===== src/rtl/wshb_rr_arbiter.sv =====
`default_nettype none
// +----------------------------------------------------------------------------+
// | Module   : wshb_rr_arbiter                                                 |
// | Purpose  : two-master round-robin Wishbone arbiter in front of one SDRAM   |
// |            slave port; grant is registered and held for a full tenure.     |
// | Option   : WSHB_ARB_QUANTUM_EN forces a handover after QUANTUM acks.       |
// | Revision : 1.0                                                             |
// +----------------------------------------------------------------------------+
module wshb_rr_arbiter #(
  parameter int AW = 32,
  parameter int DW = 32
`ifdef WSHB_ARB_QUANTUM_EN
  ,
  parameter int QUANTUM = 64
`endif
) (
  input  logic          clk,
  input  logic          rst,
  input  logic          m0_cyc,
  input  logic          m0_stb,
  input  logic          m0_we,
  input  logic [AW-1:0] m0_adr,
  input  logic [DW-1:0] m0_dat_ms,
  input  logic [3:0]    m0_sel,
  input  logic [2:0]    m0_cti,
  input  logic [1:0]    m0_bte,
  output logic          m0_ack,
  output logic [DW-1:0] m0_dat_sm,
  input  logic          m1_cyc,
  input  logic          m1_stb,
  input  logic          m1_we,
  input  logic [AW-1:0] m1_adr,
  input  logic [DW-1:0] m1_dat_ms,
  input  logic [3:0]    m1_sel,
  input  logic [2:0]    m1_cti,
  input  logic [1:0]    m1_bte,
  output logic          m1_ack,
  output logic [DW-1:0] m1_dat_sm,
  output logic          s_cyc,
  output logic          s_stb,
  output logic          s_we,
  output logic [AW-1:0] s_adr,
  output logic [DW-1:0] s_dat_ms,
  output logic [3:0]    s_sel,
  output logic [2:0]    s_cti,
  output logic [1:0]    s_bte,
  input  logic          s_ack,
  input  logic [DW-1:0] s_dat_sm,
  output logic [1:0]    gnt
);

  localparam logic [1:0] c_IDLE = 2'd0;
  localparam logic [1:0] c_GNT0 = 2'd1;
  localparam logic [1:0] c_GNT1 = 2'd2;

  logic [1:0] r_state;
  logic [1:0] w_next;
  logic       r_last;
  logic       w_qdone;

`ifdef WSHB_ARB_QUANTUM_EN
  localparam int QW = $clog2(QUANTUM) + 1;
  localparam logic [QW-1:0] c_QLAST = QW'(QUANTUM - 1);
  logic [QW-1:0] r_qcnt;

  assign w_qdone = s_ack && (r_qcnt == c_QLAST);

  // Counter restarts in IDLE, so every tenure begins at zero.
  always_ff @(posedge clk or posedge rst) begin
    if (rst) begin
      r_qcnt <= '0;
    end else if (r_state == c_IDLE) begin
      r_qcnt <= '0;
    end else if (s_ack) begin
      r_qcnt <= w_qdone ? '0 : r_qcnt + 1'b1;
    end
  end
`else
  assign w_qdone = 1'b0;
`endif

  always_ff @(posedge clk or posedge rst) begin
    if (rst) begin
      r_state <= c_IDLE;
      r_last  <= 1'b1;
    end else begin
      r_state <= w_next;
      if (r_state == c_IDLE && w_next == c_GNT0) r_last <= 1'b0;
      if (r_state == c_IDLE && w_next == c_GNT1) r_last <= 1'b1;
    end
  end

  always_comb begin
    w_next = r_state;
    case (r_state)
      c_IDLE: begin
        if (m0_cyc && m1_cyc) w_next = r_last ? c_GNT0 : c_GNT1;
        else if (m0_cyc)      w_next = c_GNT0;
        else if (m1_cyc)      w_next = c_GNT1;
      end
      c_GNT0: if (!m0_cyc || (w_qdone && m1_cyc)) w_next = c_IDLE;
      c_GNT1: if (!m1_cyc || (w_qdone && m0_cyc)) w_next = c_IDLE;
      default: w_next = c_IDLE;
    endcase
  end

  assign m0_dat_sm = s_dat_sm;
  assign m1_dat_sm = s_dat_sm;

  // Slave side is driven only by the owner; a stalled master just never sees ack.
  always_comb begin
    s_cyc    = 1'b0;
    s_stb    = 1'b0;
    s_we     = 1'b0;
    s_adr    = '0;
    s_dat_ms = '0;
    s_sel    = '0;
    s_cti    = '0;
    s_bte    = '0;
    m0_ack   = 1'b0;
    m1_ack   = 1'b0;
    gnt      = 2'b00;
    case (r_state)
      c_GNT0: begin
        s_cyc    = m0_cyc;
        s_stb    = m0_stb;
        s_we     = m0_we;
        s_adr    = m0_adr;
        s_dat_ms = m0_dat_ms;
        s_sel    = m0_sel;
        s_cti    = m0_cti;
        s_bte    = m0_bte;
        m0_ack   = s_ack;
        gnt      = 2'b01;
      end
      c_GNT1: begin
        s_cyc    = m1_cyc;
        s_stb    = m1_stb;
        s_we     = m1_we;
        s_adr    = m1_adr;
        s_dat_ms = m1_dat_ms;
        s_sel    = m1_sel;
        s_cti    = m1_cti;
        s_bte    = m1_bte;
        m1_ack   = s_ack;
        gnt      = 2'b10;
      end
      default: ;
    endcase
  end

endmodule
`default_nettype wire


===== config.mk =====
export PLATFORM = sky130hd
export DESIGN_NAME = wshb_rr_arbiter
export DESIGN_NICKNAME = d
export VERILOG_FILES = /design/src/rtl/wshb_rr_arbiter.sv
export SDC_FILE = /design/constraint.sdc
export NUM_CORES = 1
export LEC_CHECK = 0
export ABC_CLOCK_PERIOD_IN_PS = 4400
export CORE_AREA = 2 2 128 130
export DETAILED_ROUTE_END_ITERATION = 10
export DIE_AREA = 0 0 130 132
export GPL_ROUTABILITY_DRIVEN = 0
export PLACE_DENSITY = 0.51
export RECOVER_POWER = 25
export SYNTH_ARGS = -nofsm -noshare
export SYNTH_HDL_FRONTEND = slang
export SYNTH_SLANG_ARGS = --single-unit
export TNS_END_PERCENT = 50

===== constraint.sdc =====
create_clock -name clk -period 4.4 [get_ports clk]
set_input_delay 1.1 -clock clk [delete_from_list [all_inputs] [get_ports clk]]
set_output_delay 1.1 -clock clk [all_outputs]
set_load 0.05 [all_outputs]

**Yosys cells after proc, flatten, opt, wreduce, memory -nomap -nowiden**

Cells that the tools add are included.

- Flip-flop bits (word level): 3
- Input port bits: 187
- Output and inout port bits: 144
- Logic and storage cells: 31

- Equal/unequal tests: 4
- Mux-type cells: 20
- Reduce and logical (&&, ||, !) cells: 5

Operator list:

| kind | count |
|---|---|
| one-hot mux 32 bit (2 select lines) | 2 |
| 2-to-1 mux 2 bit | 6 |
| one-hot mux 2 bit (2 select lines) | 2 |
| one-hot mux 4 bit (2 select lines) | 1 |
| one-hot mux 1 bit (2 select lines) | 3 |
| one-hot mux 2 bit (3 select lines) | 1 |
| one-hot mux 3 bit (2 select lines) | 1 |
| == test 2 x 1 -> 1 bit, second input constant | 2 |
| == test 2 bit, second input constant | 2 |
| 2-to-1 mux 1 bit | 4 |
| logical AND 1 bit | 3 |
| zero test 2 bit | 1 |
| nonzero test 2 bit | 1 |

**Logic depth before layout (Yosys ltp)**

- Word-level depth: 8
- Depth in mapped cells: 7

**Worst setup path before layout**

Ideal clock, no wire load.

- Path type: reg-to-output
- Start point: reg r_state[1]
- End point: out s_adr[24]
- Arrival time: 2.303 ns
- Required time: 3.300 ns
- Path slack: 0.997 ns
- Cell stages (with the launch flop): 7
- Buffers on the path: 2
- Cell sequence: dfrtp_1 inv_1 ha_1 buf_4 clkbuf_1 a22oi_1 nor2b_1

- Longest elaborated chain between the ends: 2
- Elaborated cells between the ends (all ways): 3

RTL lines:

| what | line | source |
|---|---|---|
| start: declaration | 56 | `logic [1:0] r_state;` |
| start signal: assignment | 84 | `r_state <= c_IDLE;` |
| start signal: assignment | 87 | `r_state <= w_next;` |
| == test 2 bit or == test 2 x 1 -> 1 bit (tied branches) | 123 | `case (r_state)` |
| one-hot mux 32 bit (2 select lines) * | 123 |  |
| end: declaration | 42 | `output logic [AW-1:0] s_adr,` |

Mark *: on every way between the ends. The rest lies on a longest branch, timed or not.

**Worst setup path in the final report**

- Start point: in m1_dat_ms[2]
- End point: out s_dat_ms[2]

- Longest elaborated chain between the ends: 1

RTL lines:

| what | line | source |
|---|---|---|
| start: declaration | 33 | `input logic [DW-1:0] m1_dat_ms,` |
| one-hot mux 32 bit (2 select lines) | 123 |  |
| end: declaration | 43 | `output logic [DW-1:0] s_dat_ms,` |

No other way between the ends.

==> results.md <==
Setup path
• **Worst Path Class, Setup** in2out
• **arrival time reported for the critical path endpoint** 2.75 ns
• **cells along the critical path** clkdlybuf4s50_1 > a22oi_1 > nor2b_1 > clkdlybuf4s50_1
• **maximum fanout encountered on the critical timing path** 1
• **type of element launching the critical path** primary input
• **kind of end point of the critical path** output port
• **worst-path cell with the longest stage delay** clkdlybuf4s50_1
• **Top Family by Delay on Critical Path** buffers and inverters
• **Crit path required time** 3.30 ns
• **cell repeated most along the worst path** clkdlybuf4s50_1
• **Buf/Inv on CP** 2
• **peak per-stage delay on the critical path** 0.84 ns

Floorplan
• **I/O pins** 331
• **initial cell density of the core** 0.123
• **Chip Width** 130 microns
• **die outline area** 17,200 sq um
• **Floorplan Core Area** 15,700 sq um
• **standard-cell row count** 46
• **vertical die dimension** 132 microns

Yosys
• **syn_area_per_cell** 6.97 sq um
• **Post-Syn Instances** 277
• **#FFs+latches synth** 3
• **post-synth net total** 469
• **Synth warnings** 0
• **netlist area before placement** 1930 sq um
• **register area share after synthesis** 0.0395
• **synth unique cells** 20

Routing
• **via total after detailed routing** 2,536
• **DR WL/cell** 14.4 microns
• **first-pass iteration count of the detailed router** 6
• **number of design rule violations left after detail routing** 0
• **Antenna Nets Post-Route** 0
• **violation count after the first detailed-routing iteration** 77
• **Post-Route WL** 9.34 mm
• **detail-routed via count per cell** 3.92

Clock network
• **Post-CTS Hold Fix Bufs** 0
• **number of H-tree branching levels** 1
• **Num CTS Buffers** 3
• **clock tree from TritonCTS** built
• **clock root buffer** clkbuf_16
• **clock-pin slew on the worst setup and hold paths** 0.03 ns
• **quantity of gates resized following cts** 0
• **Setup Fix Bufs, Post-CTS** 0
• **number of clock sinks** 3
• **insertion delay to the later sink of the worst-skew pair** 0.23 ns
• **buffer levels on the longest clock path** 2

Finish
• **post-route design area** 4080 sq um
• **total of fill cells in the finished design** 1,726
• **Inserted Diodes** 0
• **area added between synthesis and finish** 111%
• **share of final-layout standard cells stronger than drive strength 1** 0.0348
• **utilization after layout** 0.259
• **Final #Nets** 624

Pwr
• **Leakage Power** 1.32 nW
• **Total Power** 2.50 mW
• **IR Drop Worst-Case VDD** 0.188 mV
• **power per cell area** 613 nW/um^2

STA
• **max_slew headroom** 0.625
• **time the final worst path needs with I/O delays and setup** 3.85 ns
• **maximum clock frequency** 0.260 GHz
• **Slew @ Worst Pin** 0.560 ns
• **worst path setup slack after routing** 0.547 ns
• **setup repair after global routing missed its margin** no
• **Clock Skew** 0.00340 ns
• **aggregate negative setup slack** 0 ns
• **Final period util** 0.876
• **number of slew-limit violations in the final report** 0
• **final number of setup-violating endpoints** 0
• **Hold Vio Cnt, Final** 0

Place
• **area of placed instances** 4000 sq um
• **count of input and output buffers** 234
• **post-detailed-placement half-perimeter wirelength** 7.53 mm
• **Setup WS pre-CTS** 0.529 ns

Job
• **max-capacitance violation count** 0

Global route
• **first-pass GRT wire length** 13.3 mm
• **total global routing overflow** 0
• **total global-route track usage** 0.0973
• **number of global-route vias before repair** 2,502
• **initial antenna violation count** 0
• **pin count of the biggest net entering global routing** 44

Status
• **run status** finished, final reports clean

Hold path
• **class of the most critical hold timing path** reg2reg

## state kept, by name, summed over array words and instances (netlist names)
signal	cells
r_state	2
r_last	1
## cell type report
type | count | area, sq um | area share
timing repair buffer | 240 | 2380 | 0.585
multi-input combinational | 181 | 1250 | 0.308
tap | 216 | 270 | 0.0663
clock buffer | 4 | 78.8 | 0.0193
sequential | 3 | 76.3 | 0.0187
inverter | 3 | 11.3 | 0.00276
## where the power goes
group | leakage [nW] | total, mW | internal (mW) | switching [mW]
sequential | 0.0361 | 0.0647 | 0.0440 | 0.0207
combinational | 1.25 | 2.28 | 0.866 | 1.42
clock | 0.0382 | 0.147 | 0.120 | 0.0270
total | 1.32 | 2.50 | 1.03 | 1.47
## metal layers
metal	vias up	share of wire	GRT usage	wire [microns]
li1	1216	-	-	-
met1	1120	0.34	0.0934	3210
met2	164	0.53	0.197	4950
met3	36	0.095	0.0215	886
met4	0	0.031	0.0329	294
met5	-	0	0	0
## stage by stage
step | hold WS, ns | cells
after CTS | 0.545 | 647
after global routing | 0.567 | 647
after detailed placement | 0.541 | 643
final | 0.542 | 647
after global placement | 0.546 | 643
after floorplan | 0.519 | 277
## final timing paths
| check | from | to | slack, ns | depth (start not counted) |
|---|---|---|---|---|
| max | m1_dat_ms[2] | s_dat_ms[2] | 0.55 | 4 |
| min | r_last | r_last | 0.54 | 2 |
| max reg2reg | r_state[0] | r_last | 2.38 | 7 |
| min reg2reg | r_last | r_last | 0.54 | 2 |
| max in group asynchronous | rst | r_last | 3.02 | 2 |
| min in group asynchronous | rst | r_state[0] | 1.18 | 2 |
## Yosys cell counts
| library cell | instances | share of area |
|---|---|---|
| a22oi_1 | 76 | 0.30 |
| nor2b_1 | 76 | 0.25 |
| buf_4 | 65 | 0.25 |
| clkbuf_1 | 17 | 0.033 |
| buf_2 | 7 | 0.018 |
| a21oi_1 | 5 | 0.013 |
| ha_1 | 5 | 0.032 |
| and2_1 | 3 | 0.0097 |
| inv_1 | 3 | 0.0058 |
| nand2_1 | 3 | 0.0058 |
| nand2b_1 | 3 | 0.0097 |
| nor2_1 | 3 | 0.0058 |
| o21ai_0 | 3 | 0.0078 |
| dfrtp_1 | 2 | 0.026 |
| a22o_1 | 1 | 0.0045 |
| buf_6 | 1 | 0.0058 |
| dfstp_2 | 1 | 0.014 |
| nand3_1 | 1 | 0.0026 |
| o21a_1 | 1 | 0.0039 |
| o41ai_2 | 1 | 0.0084 |
## logic make-up after synthesis
logic type	synth area share
adder cells (fa/ha/maj)	0.0324
buffers and inverters	0.315
AND/OR/NAND/NOR	0.280
flip-flops	0.0395
AO/OA/AOI/OAI	0.333
## worst reg2reg max path, delay by kind of cell, from the launching register on
family	cells	cell delay, ns
AOI/OAI and AO/OA	3	0.58
buffers and inverters	2	0.54
and+or+nand+nor	1	0.18
DFF	1	0.46
adders and majority gates	1	0.19
## cell usage in the layout (no fill, tap or decap), drive strengths merged
| cell | instances |
|---|---|
| nor2 | 3 |
| dlygate4sd3 | 2 |
| nor2b | 76 |
| and2 | 3 |
| ha | 5 |
| dfrtp | 2 |
| o21a | 1 |
| a22oi | 76 |
| nand2 | 3 |
| o41ai | 1 |
| nand3 | 1 |
| a21oi | 5 |
| buf | 7 |
| inv | 3 |
| dfstp | 1 |
| clkbuf | 4 |
| nand2b | 3 |
| clkdlybuf4s50 | 231 |
| a22o | 1 |
| o21ai | 3 |
Power figures use the tool's default switching activity.
